[config.mk]
export PLATFORM = sky130hd
export DESIGN_NAME = sdram_wr_arbiter_flat
export DESIGN_NICKNAME = d
export VERILOG_FILES = /design/src/rtl/sdram_wr_arbiter_if.sv /design/src/rtl/sdram_wr_arbiter.sv /design/src/flat_wrapper.sv
export SDC_FILE = /design/constraint.sdc
export NUM_CORES = 1
export LEC_CHECK = 0
export ABC_AREA = 1
export BUFFER_PORTS_ARGS = -buffer_cell sky130_fd_sc_hd__buf_2
export CORE_AREA = 4 4 136 138
export CTS_BUF_LIST = sky130_fd_sc_hd__clkbuf_2 sky130_fd_sc_hd__clkbuf_4 sky130_fd_sc_hd__clkbuf_8
export DETAILED_ROUTE_END_ITERATION = 6
export DIE_AREA = 0 0 140 142
export GPL_ROUTABILITY_DRIVEN = 0
export HOLD_SLACK_MARGIN = 0.02
export PLACE_DENSITY = 0.54
export SLEW_MARGIN = 25
export SYNTH_ARGS = -nofsm -noshare
export SYNTH_HDL_FRONTEND = slang
export SYNTH_SLANG_ARGS = --single-unit
[constraint.sdc]
create_clock -name clk -period 2 [get_ports clk]
set_clock_uncertainty 0.1 [all_clocks]
set_input_delay 0.1 -clock clk [delete_from_list [all_inputs] [get_ports clk]]
set_output_delay 0.1 -clock clk [all_outputs]
set_load 0.05 [all_outputs]
[src/rtl/sdram_wr_arbiter_if.sv]
// sdram_wr_arbiter_if: two burst-write requester channels plus the shared f2h_sdram Avalon-MM write port and arbiter status
interface sdram_wr_arbiter_if #(
  parameter int AW = 32,
  parameter int DW = 64,
  parameter int BW = 8
);
  logic            r0_req;
  logic [AW-1:0]   r0_address;
  logic [BW-1:0]   r0_burstcount;
  logic            r0_grant;
  logic [DW-1:0]   r0_writedata;
  logic [DW/8-1:0] r0_byteenable;
  logic            r0_valid;
  logic            r0_ready;
  logic            r0_done;
  logic            r1_req;
  logic [AW-1:0]   r1_address;
  logic [BW-1:0]   r1_burstcount;
  logic            r1_grant;
  logic [DW-1:0]   r1_writedata;
  logic [DW/8-1:0] r1_byteenable;
  logic            r1_valid;
  logic            r1_ready;
  logic            r1_done;
  logic [AW-1:0]   avm_address;
  logic [BW-1:0]   avm_burstcount;
  logic [DW-1:0]   avm_writedata;
  logic [DW/8-1:0] avm_byteenable;
  logic            avm_write;
  logic            avm_waitrequest;
  logic            busy;
  logic            owner;
  modport slave (
    input  r0_req, r0_address, r0_burstcount, r0_writedata, r0_byteenable, r0_valid,
    input  r1_req, r1_address, r1_burstcount, r1_writedata, r1_byteenable, r1_valid,
    input  avm_waitrequest,
    output r0_grant, r0_ready, r0_done, r1_grant, r1_ready, r1_done,
    output avm_address, avm_burstcount, avm_writedata, avm_byteenable, avm_write,
    output busy, owner
  );
  modport master (
    output r0_req, r0_address, r0_burstcount, r0_writedata, r0_byteenable, r0_valid,
    output r1_req, r1_address, r1_burstcount, r1_writedata, r1_byteenable, r1_valid,
    output avm_waitrequest,
    input  r0_grant, r0_ready, r0_done, r1_grant, r1_ready, r1_done,
    input  avm_address, avm_burstcount, avm_writedata, avm_byteenable, avm_write,
    input  busy, owner
  );
endinterface

[src/rtl/sdram_wr_arbiter.sv]
// sdram_wr_arbiter: burst-atomic round-robin sharing of one f2h_sdram Avalon-MM burst write port between two requesters
module sdram_wr_arbiter #(
  parameter int AW = 32,
  parameter int DW = 64,
  parameter int BW = 8
) (
  input logic clk,
  input logic reset,
  sdram_wr_arbiter_if.slave bus
);
  typedef enum logic {IDLE, BURST} state_t;
  state_t state, state_nx;
  logic rr, rr_nx, owner_q, owner_nx, sel, in_burst, wr, acc, last;
  logic [AW-1:0] addr_q, addr_nx;
  logic [BW-1:0] bc_q, bc_nx, cnt, cnt_nx, sel_bc;
  logic [1:0] grant, done;
  logic [DW-1:0] wdata;
  logic [DW/8-1:0] wbe;
  always_ff @(posedge clk) begin
    if (reset) begin
      state <= IDLE;
      rr <= 1'b0;
      owner_q <= 1'b0;
      addr_q <= '0;
      bc_q <= '0;
      cnt <= '0;
    end else begin
      state <= state_nx;
      rr <= rr_nx;
      owner_q <= owner_nx;
      addr_q <= addr_nx;
      bc_q <= bc_nx;
      cnt <= cnt_nx;
    end
  end
  always_comb begin
    state_nx = state;
    rr_nx = rr;
    owner_nx = owner_q;
    addr_nx = addr_q;
    bc_nx = bc_q;
    cnt_nx = cnt;
    grant = '0;
    done = '0;
    in_burst = state == BURST;
    sel = (bus.r0_req & bus.r1_req) ? rr : bus.r1_req;
    sel_bc = sel ? bus.r1_burstcount : bus.r0_burstcount;
    wr = in_burst & (owner_q ? bus.r1_valid : bus.r0_valid) & !reset;
    acc = wr & !bus.avm_waitrequest;
    last = acc & (cnt + BW'(1) == bc_q);
    if (!in_burst & (bus.r0_req | bus.r1_req)) begin
      grant[sel] = 1'b1;
      owner_nx = sel;
      addr_nx = sel ? bus.r1_address : bus.r0_address;
      bc_nx = sel_bc;
      cnt_nx = '0;
      if (sel_bc == '0) begin
        done[sel] = 1'b1;
        rr_nx = !sel;
      end else begin
        state_nx = BURST;
      end
    end
    if (acc) cnt_nx = cnt + BW'(1);
    if (last) begin
      done[owner_q] = 1'b1;
      state_nx = IDLE;
      rr_nx = !owner_q;
    end
  end
  assign wdata = owner_q ? bus.r1_writedata : bus.r0_writedata;
  assign wbe = owner_q ? bus.r1_byteenable : bus.r0_byteenable;
  assign bus.r0_grant = grant[0] & !reset;
  assign bus.r1_grant = grant[1] & !reset;
  assign bus.r0_done = done[0] & !reset;
  assign bus.r1_done = done[1] & !reset;
  assign bus.r0_ready = in_burst & !owner_q & !bus.avm_waitrequest & !reset;
  assign bus.r1_ready = in_burst & owner_q & !bus.avm_waitrequest & !reset;
  assign bus.avm_write = wr;
  assign bus.avm_writedata = wdata;
  assign bus.avm_byteenable = wbe;
  assign bus.avm_address = addr_q;
  assign bus.avm_burstcount = bc_q;
  assign bus.busy = in_burst;
  assign bus.owner = owner_q;
endmodule

[src/flat_wrapper.sv]
// flat-port wrapper written by rule: the top's interface ports become plain ports
module sdram_wr_arbiter_flat 
#(
  parameter int AW = 32,
  parameter int DW = 64,
  parameter int BW = 8
)
  (clk, reset, bus_r0_req, bus_r0_address, bus_r0_burstcount, bus_r0_writedata, bus_r0_byteenable, bus_r0_valid, bus_r1_req, bus_r1_address, bus_r1_burstcount, bus_r1_writedata, bus_r1_byteenable, bus_r1_valid, bus_avm_waitrequest, bus_r0_grant, bus_r0_ready, bus_r0_done, bus_r1_grant, bus_r1_ready, bus_r1_done, bus_avm_address, bus_avm_burstcount, bus_avm_writedata, bus_avm_byteenable, bus_avm_write, bus_busy, bus_owner);
  sdram_wr_arbiter_if #(.AW(AW), .DW(DW), .BW(BW)) bus_i ();
  input logic clk;
  input logic reset;
  input wire logic [$bits(bus_i.r0_req)-1:0] bus_r0_req;
  input wire logic [$bits(bus_i.r0_address)-1:0] bus_r0_address;
  input wire logic [$bits(bus_i.r0_burstcount)-1:0] bus_r0_burstcount;
  input wire logic [$bits(bus_i.r0_writedata)-1:0] bus_r0_writedata;
  input wire logic [$bits(bus_i.r0_byteenable)-1:0] bus_r0_byteenable;
  input wire logic [$bits(bus_i.r0_valid)-1:0] bus_r0_valid;
  input wire logic [$bits(bus_i.r1_req)-1:0] bus_r1_req;
  input wire logic [$bits(bus_i.r1_address)-1:0] bus_r1_address;
  input wire logic [$bits(bus_i.r1_burstcount)-1:0] bus_r1_burstcount;
  input wire logic [$bits(bus_i.r1_writedata)-1:0] bus_r1_writedata;
  input wire logic [$bits(bus_i.r1_byteenable)-1:0] bus_r1_byteenable;
  input wire logic [$bits(bus_i.r1_valid)-1:0] bus_r1_valid;
  input wire logic [$bits(bus_i.avm_waitrequest)-1:0] bus_avm_waitrequest;
  output wire logic [$bits(bus_i.r0_grant)-1:0] bus_r0_grant;
  output wire logic [$bits(bus_i.r0_ready)-1:0] bus_r0_ready;
  output wire logic [$bits(bus_i.r0_done)-1:0] bus_r0_done;
  output wire logic [$bits(bus_i.r1_grant)-1:0] bus_r1_grant;
  output wire logic [$bits(bus_i.r1_ready)-1:0] bus_r1_ready;
  output wire logic [$bits(bus_i.r1_done)-1:0] bus_r1_done;
  output wire logic [$bits(bus_i.avm_address)-1:0] bus_avm_address;
  output wire logic [$bits(bus_i.avm_burstcount)-1:0] bus_avm_burstcount;
  output wire logic [$bits(bus_i.avm_writedata)-1:0] bus_avm_writedata;
  output wire logic [$bits(bus_i.avm_byteenable)-1:0] bus_avm_byteenable;
  output wire logic [$bits(bus_i.avm_write)-1:0] bus_avm_write;
  output wire logic [$bits(bus_i.busy)-1:0] bus_busy;
  output wire logic [$bits(bus_i.owner)-1:0] bus_owner;
  assign bus_i.r0_req = bus_r0_req;
  assign bus_i.r0_address = bus_r0_address;
  assign bus_i.r0_burstcount = bus_r0_burstcount;
  assign bus_i.r0_writedata = bus_r0_writedata;
  assign bus_i.r0_byteenable = bus_r0_byteenable;
  assign bus_i.r0_valid = bus_r0_valid;
  assign bus_i.r1_req = bus_r1_req;
  assign bus_i.r1_address = bus_r1_address;
  assign bus_i.r1_burstcount = bus_r1_burstcount;
  assign bus_i.r1_writedata = bus_r1_writedata;
  assign bus_i.r1_byteenable = bus_r1_byteenable;
  assign bus_i.r1_valid = bus_r1_valid;
  assign bus_i.avm_waitrequest = bus_avm_waitrequest;
  assign bus_r0_grant = bus_i.r0_grant;
  assign bus_r0_ready = bus_i.r0_ready;
  assign bus_r0_done = bus_i.r0_done;
  assign bus_r1_grant = bus_i.r1_grant;
  assign bus_r1_ready = bus_i.r1_ready;
  assign bus_r1_done = bus_i.r1_done;
  assign bus_avm_address = bus_i.avm_address;
  assign bus_avm_burstcount = bus_i.avm_burstcount;
  assign bus_avm_writedata = bus_i.avm_writedata;
  assign bus_avm_byteenable = bus_i.avm_byteenable;
  assign bus_avm_write = bus_i.avm_write;
  assign bus_busy = bus_i.busy;
  assign bus_owner = bus_i.owner;
  sdram_wr_arbiter #(.AW(AW), .DW(DW), .BW(BW)) u_core (.clk(clk), .reset(reset), .bus(bus_i));
endmodule
### After elaboration in Yosys (flattened, before gate mapping)

Cells that the tools add are included.
Widths: inputs -> output; s select.

* add/sub/neg operators: 1
* $mul: 0
* divide/modulo/power cells: 0
* $lt $le $gt $ge: 4
* equality and inequality tests: 1
* shift operators: 0
* mux-type cells: 19
* bitwise logic cells: 19
* reduce and logical (&&, ||, !) cells: 14

Operator list (count)
* $mux 64: 1
* $mux 32: 1
* $mux 8: 4
* $and 1x1->1: 16
* $add 8x1->8 const B: 1
* $eq 8x8->1: 1
* $logic_not 8->1: 1
* $mux 2: 4
* $mux 1: 7
* $reduce_bool 2->1: 3
* $logic_not 1->1: 5
* $lt 1x2->1 const B: 2
* $reduce_and 2->1: 2
* $demux 1 s1: 2
* $ge 1x1->1 const B: 2
* $logic_and 1x1->1: 2
* $or 2x2->2: 1
* $reduce_or 2->1: 1
* $not 1->1: 1
* $or 1x1->1: 1

* flip-flop bits (word level): 51
* bits in latches: 0
* bits in writable memories: 0
* memory bits (read-only): 0
* input bits: 231
* output and inout port bits: 121
* logic and storage cells: 64
* memories kept: 0

### Depth between registers and ports, before layout

Gate-level depths: netlist of the first run.

* depth in word-level cells: 11
* depth in mapped cells: 13
* mapped depth without buffers: 13

### Worst setup path before layout of the first run

No wires, ideal clock.

* path type: flip-flop to output port
* start point: register u_core.state, in the netlist u_core.bus.busy
* end point: output port bus_r0_done
* arrival time: 2.176 ns
* data required time: 1.800 ns
* slack: -0.376 ns
* stages on the path, launching flop included: 9
* buffers on the path: 0
* cell sequence: dfxtp_1 > nand3_1 > nand2_1 > nand2_1 > nor2_1 > nand3_1 > nor2_1 > nand3_1 > a21oi_1

* word-level cells in the longest chain between the ends: 6
* elaborated cells on any way between the ends: 10
* those cells by class: 2 x mux; 7 x bitwise; 1 x reduce/logical

RTL lines
* start: declaration: RTL line sdram_wr_arbiter.sv:12 `state_t state, state_nx;`
* start signal: assignment: RTL line sdram_wr_arbiter.sv:28 `state <= state_nx;`
* $and 1x1->1 or $logic_not 1->1 (tied branches): RTL line sdram_wr_arbiter.sv:48, sdram_wr_arbiter.sv:51
* $and 1x1->1 (on tied branches): RTL line sdram_wr_arbiter.sv:48, sdram_wr_arbiter.sv:51
* $and 1x1->1 or $mux 2 (tied branches): RTL line sdram_wr_arbiter.sv:49, sdram_wr_arbiter.sv:51
* $and 1x1->1 or $or 2x2->2 (tied branches)
* $mux 2 (*): RTL line sdram_wr_arbiter.sv:65 `if (last) begin`
* $and 1x1->1 (*): RTL line sdram_wr_arbiter.sv:75 `assign bus.r0_done = done[0] & !reset;`
* end: declaration: RTL line flat_wrapper.sv:27 `output wire logic [$bits(bus_i.r0_done)-1:0] bus_r0_done;`

Mark *: on every way between the ends. The rest lies on a longest branch, timed or not.

### Worst setup path in the final report of the first run

* start point: register u_core.cnt[1]
* end point: output port bus_r0_done

* word-level cells in the longest chain between the ends: 5

RTL lines
* start: declaration: RTL line sdram_wr_arbiter.sv:15 `logic [BW-1:0] bc_q, bc_nx, cnt, cnt_nx, sel_bc;`
* start signal: assignment: RTL line sdram_wr_arbiter.sv:33 `cnt <= cnt_nx;`
* $add 8x1->8: RTL line sdram_wr_arbiter.sv:50 `last = acc & (cnt + BW'(1) == bc_q);`
* $eq 8x8->1: RTL line sdram_wr_arbiter.sv:50
* $and 1x1->1: RTL line sdram_wr_arbiter.sv:50
* $mux 2: RTL line sdram_wr_arbiter.sv:65
* $and 1x1->1: RTL line sdram_wr_arbiter.sv:75

No other way between the ends.

==> results.cfg, run 1 <==
[worst_setup_path]
cp.required_ns = 1.80
critical_path.most_common_cell = sky130_fd_sc_hd__nand2_1
worst_setup_path_start_kind = register
worstSetupPathType = reg -> out
worstSetupEndpointType = output pin
cp_data_arrival_time_ns = 1.96
crit_buf_inv = 1
critPathTopFamily = simple AND/OR/NAND/NOR gates
timing.critical_path.slowest_cell_delay_ns = 0.39
worstPathCellList = ha_4 -> nand3_4 -> nor2_4 -> nand2_2 -> nand2_2 -> nand2_1 -> nand2_1 -> nand2_1 -> nor2_1 -> nand3_1 -> a21oi_2 -> buf_6
crit_path_max_fanout = 4
critPathSlowestCell = sky130_fd_sc_hd__dfxtp_4

[detailed_routing]
drtAntennaViolNets = 0
drt_first_pass_iters = 4
drcViolationCount = 0
route.final.wire_length_um = 18200
detailedRoute.firstIterationViolations = 212
viasPerCell = 4.25
wl_per_cell_um = 14.5
detailroute.via_count = 5362

[timing]
clock.fmax_mhz = 463
timing.final.max_slew_violations = 0
tightest_slew_ns = 0.506
slew_headroom_pct = 66.3
setup_tns_ns = -0.268
final.period_utilization_pct = 108
total_of_endpoints_with_negative_setup_slack_in_the_final_report = 2
finalHoldWorstSlack_ns = 0.0498
final.setup.worst_slack_ns = -0.159
grt_setup_unrepaired = yes
report.final.hold_viol_count = 0
min_period_ns = 2.16

[finish]
number_of_inserted_diodes = 0
final_layout_size_suffix_gt1_share_pct = 40.8
num-fill-cells = 1898
layout-area-overhead-vs-synth_pct = 84.3
ff_latch_area_um2 = 1030
fin_area_um2 = 6500
num-nets-final = 1267
multi_input_comb_area_um2 = 2290

[global_route]
antenna_found_initial = 5
grt_pass1_wl_um = 27000
grt_start_max_net_pins = 75
overflow = 0
grt_use_total_pct = 16.8
first_global_vias = 5338

[logic_synthesis]
postSynth.asyncResetShare_pct = 0
synthesis.area_per_instance_um2 = 5.63
synth_edf_count = 0
yosysUniqueCellTypes = 32
synthesis_warning_total = 0
ys_seq_area_share_pct = 29.0
synth_cell_area_um2 = 3530
post_synth_inst_count = 626
synth-seq-cells = 51
postSynth.topFlopCell = sky130_fd_sc_hd__dfxtp_1
syn-num-nets = 858

[floorplanning]
num_io_pins = 352
chipWidth_um = 140
die_height_um = 142
floorplan.die_area_um2 = 19900
core_um2 = 17200
initial_core_util_pct = 20.5
fp-row-count = 48

[hold_path]
classification_of_the_worst_slack_hold_path = in -> reg

[clock_network]
clockRootBuffer = sky130_fd_sc_hd__clkbuf_8
tritoncts.num_buffers = 5
cts.reportedPaths.clkPinSlew_ns = 0.10
cts-root-to-sink-buffers = 2
cts.htree.levels = 2
numClockSinks = 51
tritoncts_clock_tree = yes
clkLatencyLatePin_ns = 0.32

[status]
failed_checks = negative setup slack
run_status = finished with violations

[power]
power_leakage_nw = 3.69
power.density_nw_per_um2 = 557
vdd_drop_max_v = 0.000247

[placed_design]
post-dp-hpwl_um = 13900
placedInstanceArea_um2 = 5590
placement.io_buffers = 351

[run]
max_cap_violations = 0
==> power by group <==
group / leakage [nW] / switching [mW] / internal, mW / total, mW
clock network: 0.0461 / 0.390 / 0.253 / 0.643
logic: 3.22 / 1.26 / 0.561 / 1.82
registers: 0.423 / 0.0592 / 1.10 / 1.16
==> stage by stage <==
step | worst slack [ns] | utilization (%) | instances | total power, mW
final | -0.159 | 37.8 | 1261 | 3.62
after global routing | -0.343 | 37.8 | 1261 | 3.84
after CTS | -0.199 | 37.3 | 1258 | 3.66
after detailed placement | -0.0477 | 32.5 | 1184 | 2.89
after global placement | -0.0237 | 32.5 | 1184 | 2.89
after floorplan | -0.123 | - | 626 | 2.32
==> worst paths after layout <==
kind | end | slack [ns] | from | depth (start not counted)
setup reg to reg | u_core.bus.avm_address[24]$_SDFFE_PP0P_ | 0.15 | u_core.rr$_SDFFE_PP0P_ | 7
hold / removal | u_core.bus.avm_burstcount[1]$_SDFFE_PP0P_ | 0.05 | bus_r1_burstcount[1] | 5
setup / recovery | bus_r0_done | -0.16 | u_core.cnt[1]$_SDFFE_PP0P_ | 12
hold reg to reg | u_core.bus.avm_address[2]$_SDFFE_PP0P_ | 0.39 | u_core.bus.avm_address[2]$_SDFFE_PP0P_ | 2
==> registers in the layout, summed over array words and instances, names as in the netlist <==
register / cells
u_core.bus.avm_burstcount: 8
u_core.bus.owner: 1
u_core.bus.busy: 1
u_core.bus.avm_address: 32
u_core.rr: 1
u_core.cnt: 8
==> layout make-up <==
type,instances,area share (%)
Timing Repair Buffer,437,40.8
Multi-Input combinational cell,499,35.2
Sequential cell,51,15.9
Tap cell,225,4.33
Inverter,41,2.37
Clock buffer,5,1.06
Clock inverter,3,0.366
==> synth_stat cells, types with 2 or more instances <==
master                       n  area share [%]
sky130_fd_sc_hd__nand2_1   357              38
sky130_fd_sc_hd__nand3_1    68             9.7
sky130_fd_sc_hd__dfxtp_1    51              29
sky130_fd_sc_hd__inv_1      39             4.2
sky130_fd_sc_hd__clkbuf_1   24             2.6
sky130_fd_sc_hd__a21oi_1     9             1.3
sky130_fd_sc_hd__o211ai_1    8             1.7
sky130_fd_sc_hd__nand2_2     7             1.2
sky130_fd_sc_hd__nor2_1      7            0.75
sky130_fd_sc_hd__nor2_2      7             1.2
sky130_fd_sc_hd__a32oi_1     6             1.5
sky130_fd_sc_hd__nand3b_1    6             1.3
sky130_fd_sc_hd__buf_2       5            0.71
sky130_fd_sc_hd__buf_4       4            0.85
sky130_fd_sc_hd__a31oi_1     3            0.53
sky130_fd_sc_hd__o21ai_2     3            0.75
sky130_fd_sc_hd__inv_2       2            0.21
sky130_fd_sc_hd__nand4_1     2            0.35
sky130_fd_sc_hd__nor2_4      2            0.64
sky130_fd_sc_hd__nor3_1      2            0.28
sky130_fd_sc_hd__o21ai_0     2            0.28
sky130_fd_sc_hd__xnor2_1     2            0.50
==> layout by cell type (no fill, tap or decap), drive strengths merged <==
master       synthesis  layout
buf                 11     372
nand2              364     364
nand3               69      69
dlygate4sd3          0      64
dfxtp               51      51
inv                 41      42
nor2                16      16
a21oi               10      10
o211ai               8       8
nand3b               6       6
a32oi                6       6
clkbuf              24       6
o21ai                5       5
a31oi                3       3
xnor2                2       2
nand4                2       2
nor3                 2       2
a21boi               1       1
xor2                 1       1
o22ai                1       1
a32o                 1       1
nor3b                1       1
ha                   1       1
clkinv               0       1
clkinvlp             0       1
==> kinds of logic (layout without fill, tap and decap cells) <==
logic type	Yosys count	after routing	share of synthesized area, %
fa+ha+maj	1	1	0.355
compound gates	35	35	6.96
xor+xnor	3	3	0.745
buf+inv	76	486	8.91
simple gates	460	460	54.1
flops	51	51	29.0
==> per-layer routing <==
metal,vias to the layer above,global-route usage (%),part of all wire (%)
met4,4,5.05,2.5
met1,2336,19.1,38
li1,2772,-,-
met3,36,4.33,6.3
met2,214,31.1,53
met5,-,0,0.12
==> worst reg2reg max path, stage by stage (launching register included) <==
cell and delay (ns):
sky130_fd_sc_hd__dfxtp_2 0.35, sky130_fd_sc_hd__inv_1 0.07, sky130_fd_sc_hd__a21boi_0 0.29, sky130_fd_sc_hd__nor2_1 0.09, sky130_fd_sc_hd__buf_4 0.17, sky130_fd_sc_hd__nand2_1 0.06
sky130_fd_sc_hd__a31oi_1 0.06, sky130_fd_sc_hd__dlygate4sd3_1 0.56
==> what timing repair did <==
action | in CTS | in global routing
endpoints found under the setup margin | 12 | 5
resized for setup | 20 | 14
gates cloned | 0 | 1
hold buffers | 64 | 0
endpoints found under the hold margin | 32 | 0
buffers inserted | 2 | 2
pin swaps | 8 | 6
Power figures use the tool's default switching activity.
==> inputs of run 2 (changes only) <==
CTS_BUF_LIST = sky130_fd_sc_hd__clkbuf_4 sky130_fd_sc_hd__clkbuf_8 sky130_fd_sc_hd__clkbuf_16   (was sky130_fd_sc_hd__clkbuf_2 sky130_fd_sc_hd__clkbuf_4 sky130_fd_sc_hd__clkbuf_8)
==> run 2 against run 1 <==
The flow still finishes with violations (negative setup slack). Critical path depth stayed put. Register-to-register slack is essentially flat. Combinational power is essentially flat. Global-route usage grew 0.15 points. Fmax down 1.2%. Sequential share of layout area fell by 0.40 points. Design area rose by 2.7%.
==> results.cfg, run 2 (same netlist as run 1, synthesis figures left out) <==
[status]
run_status = finished with violations
failed_checks = negative setup slack

[worst_setup_path]
setup.worst_path.start = u_core.cnt[0]$_SDFFE_PP0P_
cp.required_ns = 1.80
rr_startpoint = u_core.cnt[0]$_SDFFE_PP0P_
worstSetupEndpointType = output pin
rrSetupSlack_ns = 0.15
crit_path_max_fanout = 4
crit_end = bus_r0_done
cp_data_arrival_time_ns = 1.99
worstSetupPathType = reg -> out
reg2regPathDepth = 12
timing.rr.end = u_core.cnt[4]$_SDFFE_PP0P_
worst_setup_path_start_kind = register

[detailed_routing]
drtAntennaViolNets = 0
detailroute.via_count = 5408
detailedRoute.firstIterationViolations = 226
drt_first_pass_iters = 4
drcViolationCount = 0
wl_per_cell_um = 14.6
route.final.wire_length_um = 18600
viasPerCell = 4.25

[timing]
report.final.hold_viol_count = 0
timing.final.max_slew_violations = 0
min_period_ns = 2.19
grt_setup_unrepaired = yes
clock.fmax_mhz = 458
slew_headroom_pct = 66.6
final.period_utilization_pct = 109
total_of_endpoints_with_negative_setup_slack_in_the_final_report = 2
tightest_slew_ns = 0.501
final.setup.worst_slack_ns = -0.185

[finish]
fin_area_um2 = 6680
largest_register_ff_count = 32
layout-area-overhead-vs-synth_pct = 89.3
final_layout_size_suffix_gt1_share_pct = 42.5
most_common_library_cell_in_the_layout_ignoring_fill_and_taps = sky130_fd_sc_hd__buf_2
num-nets-final = 1275
most-common-layout-cells = sky130_fd_sc_hd__buf_2 (347), sky130_fd_sc_hd__nand2_1 (344), sky130_fd_sc_hd__nand3_1 (64), sky130_fd_sc_hd__dlygate4sd3_1 (64), sky130_fd_sc_hd__dfxtp_1 (46)

[power]
vdd_drop_max_v = 0.000360
power_leakage_nw = 3.77
power.density_nw_per_um2 = 580

[global_route]
overflow = 0
grt_start_max_net_pins = 75
antenna_found_initial = 5
grt_use_total_pct = 17.0
grt_pass1_wl_um = 27300
first_global_vias = 5372

[clock_network]
clockRootBuffer = sky130_fd_sc_hd__clkbuf_16
cts.reportedPaths.clkPinSlew_ns = 0.07
tritoncts.num_buffers = 5
numClockSinks = 51
clkLatencyLatePin_ns = 0.30
cts.htree.levels = 2
tritoncts_clock_tree = yes
cts-root-to-sink-buffers = 2

[hold_path]
classification_of_the_worst_slack_hold_path = in -> reg
min_path_cells = 5

[placed_design]
placedInstanceArea_um2 = 5590
post-dp-hpwl_um = 13900
placement.io_buffers = 351
place_ws_ns = -0.0477

[floorplanning]
fp-row-count = 48
chipWidth_um = 140
die_height_um = 142
core_um2 = 17200
initial_core_util_pct = 20.5
num_io_pins = 352
floorplan.die_area_um2 = 19900

[run]
max_cap_violations = 0
[run 2: cell count changes in the layout (fill, tap and decap cells not counted), sizes merged]
cell / previous run / this run
buf: 372 / 380
diode: 0 / 2
[run 2: layer usage]
| metal | vias up | share of wire, % | global-route usage [%] |
|---|---|---|---|
| met5 | - | 0.11 | 0 |
| met4 | 4 | 2.0 | 3.72 |
| met3 | 35 | 7.1 | 4.67 |
| met2 | 197 | 53 | 31.9 |
| met1 | 2380 | 38 | 19.2 |
| li1 | 2792 | - | - |
[run 2: timing repair]
item / CTS / global route
buffers inserted: 10 / 5
resized for setup: 20 / 30
hold buffers: 64 / 0
hold endpoints to repair: 32 / 0
cloned: 0 / 1
setup endpoints to repair: 4 / 6
pin swaps: 13 / 21
[run 2: report_power, final]
| part | switching (mW) | internal [mW] | total (mW) |
|---|---|---|---|
| combinational | 1.27 | 0.564 | 1.83 |
| sequential | 0.0604 | 1.10 | 1.16 |
| clock | 0.415 | 0.471 | 0.886 |
| total | 1.74 | 2.13 | 3.87 |
[run 2: final cells by class]
cell class | instances | area, um^2
flip-flops and latches | 51 | 1030
well taps | 225 | 282
repair buffers | 445 | 2710
multi-input cells | 499 | 2340
fillers | 1883 | 10500
inverters | 41 | 154
diodes | 2 | 5.00
clock buffers | 5 | 125
clock inverters | 3 | 23.8
[run 2: through the flow]
stage          util [%]  std cells  power, mW  hold slack (ns)  setup TNS, ns
2_1_floorplan         -        626       2.32            0.110         -0.123
3_3_place_gp       32.5       1184       2.89            0.199        -0.0237
3_5_place_dp       32.5       1184       2.89            0.201        -0.0477
4_1_cts            38.0       1266       3.90           0.0688         -0.360
5_1_grt            38.8       1269       4.09           0.0988         -0.609
6_report           38.9       1271       3.87           0.0811         -0.287
[run 2: critical path, stage by stage (launching register included)]
cell and delay [ns]:
sky130_fd_sc_hd__dfxtp_2 0.37, sky130_fd_sc_hd__ha_4 0.18, sky130_fd_sc_hd__nand2_4 0.07, sky130_fd_sc_hd__nor2_4 0.11, sky130_fd_sc_hd__nand2_2 0.09, sky130_fd_sc_hd__nand3_2 0.07
sky130_fd_sc_hd__nand2_2 0.06, sky130_fd_sc_hd__nor2_1 0.11, sky130_fd_sc_hd__nand2_1 0.06, sky130_fd_sc_hd__nor2_1 0.11, sky130_fd_sc_hd__nand3_1 0.11, sky130_fd_sc_hd__a21oi_2 0.18
sky130_fd_sc_hd__buf_6 0.18
[run 2: how the worst min path moves through the flow]
stage | end | slack [ns] | startpoint
4_1_cts | u_core.bus.avm_burstcount[1]$_SDFFE_PP0P_ | 0.07 | bus_r1_burstcount[1]
2_1_floorplan | u_core.bus.avm_address[11]$_SDFFE_PP0P_ | 0.11 | bus_r0_address[11]
6_report | u_core.bus.avm_burstcount[1]$_SDFFE_PP0P_ | 0.08 | bus_r1_burstcount[1]
3_5_place_dp | u_core.bus.avm_address[15]$_SDFFE_PP0P_ | 0.20 | bus_r0_address[15]
5_1_grt | u_core.bus.avm_burstcount[1]$_SDFFE_PP0P_ | 0.1 | bus_r1_burstcount[1]
3_3_place_gp | u_core.bus.avm_address[20]$_SDFFE_PP0P_ | 0.20 | bus_r1_address[20]
==> inputs of run 3 (changes only) <==
PLACE_DENSITY = default   (was 0.54)
==> run 3 against run 2 <==
The run ends with design-rule violations, negative setup slack left. Via count is 0.59% higher. Clock power is 15% higher. Die area stayed put. Highest routed layer unchanged.
==> results.cfg, run 3 (same netlist as run 1, synthesis figures left out) <==
[worst_setup_path]
cp_data_arrival_time_ns = 1.93
worstSetupPathType = reg -> out
crit_path_max_fanout = 3
worst_setup_path_start_kind = register
rrSetupSlack_ns = 0.26
cp.required_ns = 1.80
worstSetupEndpointType = output pin

[clock_network]
numClockSinks = 51
cts.htree.levels = 2
cts-root-to-sink-buffers = 2
tritoncts_clock_tree = yes
clkLatencyLatePin_ns = 0.29
tritoncts.num_buffers = 5
cts.reportedPaths.clkPinSlew_ns = 0.07
clockRootBuffer = sky130_fd_sc_hd__clkbuf_16

[status]
run_status = finished with violations
failed_checks = design-rule violations, negative setup slack

[timing]
report.final.hold_viol_count = 0
setup_tns_ns = -0.227
tightest_slew_ns = 0.481
timing.final.max_slew_violations = 0
clock.fmax_mhz = 469
min_period_ns = 2.13
slew_headroom_pct = 67.9
total_of_endpoints_with_negative_setup_slack_in_the_final_report = 2
final.setup.worst_slack_ns = -0.131
final.period_utilization_pct = 107
grt_setup_unrepaired = yes

[finish]
num-fill-cells = 1817
most-common-layout-cells = sky130_fd_sc_hd__nand2_1 (349), sky130_fd_sc_hd__buf_2 (348), sky130_fd_sc_hd__nand3_1 (66)
multi_input_comb_area_um2 = 2300
largest_register_ff_count = 32
layout-area-overhead-vs-synth_pct = 86.9
most_common_library_cell_in_the_layout_ignoring_fill_and_taps = sky130_fd_sc_hd__nand2_1
final_layout_size_suffix_gt1_share_pct = 41.4
ff_latch_area_um2 = 1030
num-nets-final = 1268

[power]
switching_share_pct = 44.0
seqPwrFrac_pct = 28.8
power_leakage_nw = 3.73
switching_power_mw = 1.76
p_comb_share_pct = 45.7
total_power_mw = 4.00
power.density_nw_per_um2 = 607
power.clock.fraction_pct = 25.5
power.internal_mw = 2.24
vdd_drop_max_v = 0.000308

[run]
max_cap_violations = 0

[floorplanning]
initial_core_util_pct = 20.5
num_io_pins = 352
fp-row-count = 48
die_height_um = 142
chipWidth_um = 140
core_um2 = 17200
floorplan.die_area_um2 = 19900

[detailed_routing]
route.final.wire_length_um = 18800
drt_first_pass_iters = 7
detailroute.via_count = 5440
viasPerCell = 4.30
detailedRoute.firstIterationViolations = 301
drtAntennaViolNets = 0
drcViolationCount = 1
wl_per_cell_um = 14.9

[global_route]
overflow = 0
grt_start_max_net_pins = 75
grt_pass1_wl_um = 27600
antenna_found_initial = 6
grt_use_total_pct = 17.1
first_global_vias = 5303

[placed_design]
post-dp-hpwl_um = 14200
placement.io_buffers = 351

[hold_path]
classification_of_the_worst_slack_hold_path = in -> reg
==> run 3: cell count changes in the layout (fill, tap and decap cells not counted), sizes merged <==
cell and change:
bufinv +1, inv -1, diode +1, buf -7, clkinvlp -1, clkinv +1
==> run 3: worst paths after layout <==
check | endpoint | depth (start not counted) | start
max reg2reg | u_core.rr$_SDFFE_PP0P_ | 13 | u_core.cnt[1]$_SDFFE_PP0P_
min reg2reg | u_core.cnt[7]$_SDFFE_PP0P_ | 2 | u_core.cnt[7]$_SDFFE_PP0P_
max | bus_r0_done | 13 | u_core.cnt[1]$_SDFFE_PP0P_
min | u_core.bus.avm_burstcount[1]$_SDFFE_PP0P_ | 5 | bus_r1_burstcount[1]
==> run 3: final cells by class <==
| cell class | count | share of cell area, % |
|---|---|---|
| diodes | 3 | 0.114 |
| inverters | 41 | 2.34 |
| clock buffers | 5 | 1.90 |
| clock inverters | 3 | 0.665 |
| multi-input cells | 499 | 35.0 |
| well taps | 225 | 4.27 |
| repair buffers | 438 | 40.0 |
| flip-flops and latches | 51 | 15.7 |
==> run 3: power by group through the flow <==
stage                     logic, mW  clock network (mW)  registers [mW]
final                          1.83                1.02            1.15
after floorplan               0.869                   0            1.45
after global placement         1.71                   0            1.17
after detailed placement       1.71                   0            1.18
after CTS                      1.82                1.05            1.15
after global routing           1.95                1.09            1.16
==> run 3: repair_timing <==
action,in CTS,in global routing
hold buffers,64,0
gates resized for setup,16,21
cloned,0,1
endpoints found under the hold margin,32,0
pin swaps,6,11
setup endpoints to repair,3,49
setup buffers,4,2
==> run 3: layer usage <==
layer	global-route usage [%]	share of wire [%]	vias up
met1	19.8	39	2370
met2	30.3	50	242
met3	4.33	7.0	46
met5	0	0.10	-
li1	-	-	2778
met4	6.99	3.8	4
==> run 3: through the flow <==
stage / util (%) / worst slack (ns) / cells / area (um^2) / hold slack (ns)
2_1_floorplan: - / -0.123 / 626 / 3550 / 0.110
3_3_place_gp: 32.4 / 0.0149 / 1183 / 5570 / 0.198
3_5_place_dp: 32.4 / -0.0135 / 1183 / 5570 / 0.199
4_1_cts: 37.6 / -0.152 / 1259 / 6470 / 0.0782
5_1_grt: 38.3 / -0.256 / 1264 / 6590 / 0.114
6_report: 38.4 / -0.131 / 1265 / 6590 / 0.0824
==> run 3: critical path: stages, from the launching register on <==
cell	delay [ns]
sky130_fd_sc_hd__dfxtp_4	0.36
sky130_fd_sc_hd__ha_4	0.18
sky130_fd_sc_hd__inv_1	0.06
sky130_fd_sc_hd__nand2_2	0.06
sky130_fd_sc_hd__nand2_1	0.06
sky130_fd_sc_hd__nand2_1	0.04
sky130_fd_sc_hd__nand2_1	0.05
sky130_fd_sc_hd__nand2_1	0.05
sky130_fd_sc_hd__nor2_1	0.10
sky130_fd_sc_hd__nand3_1	0.11
sky130_fd_sc_hd__nor2_1	0.11
sky130_fd_sc_hd__nand3_1	0.10
sky130_fd_sc_hd__a21oi_2	0.17
sky130_fd_sc_hd__buf_6	0.17
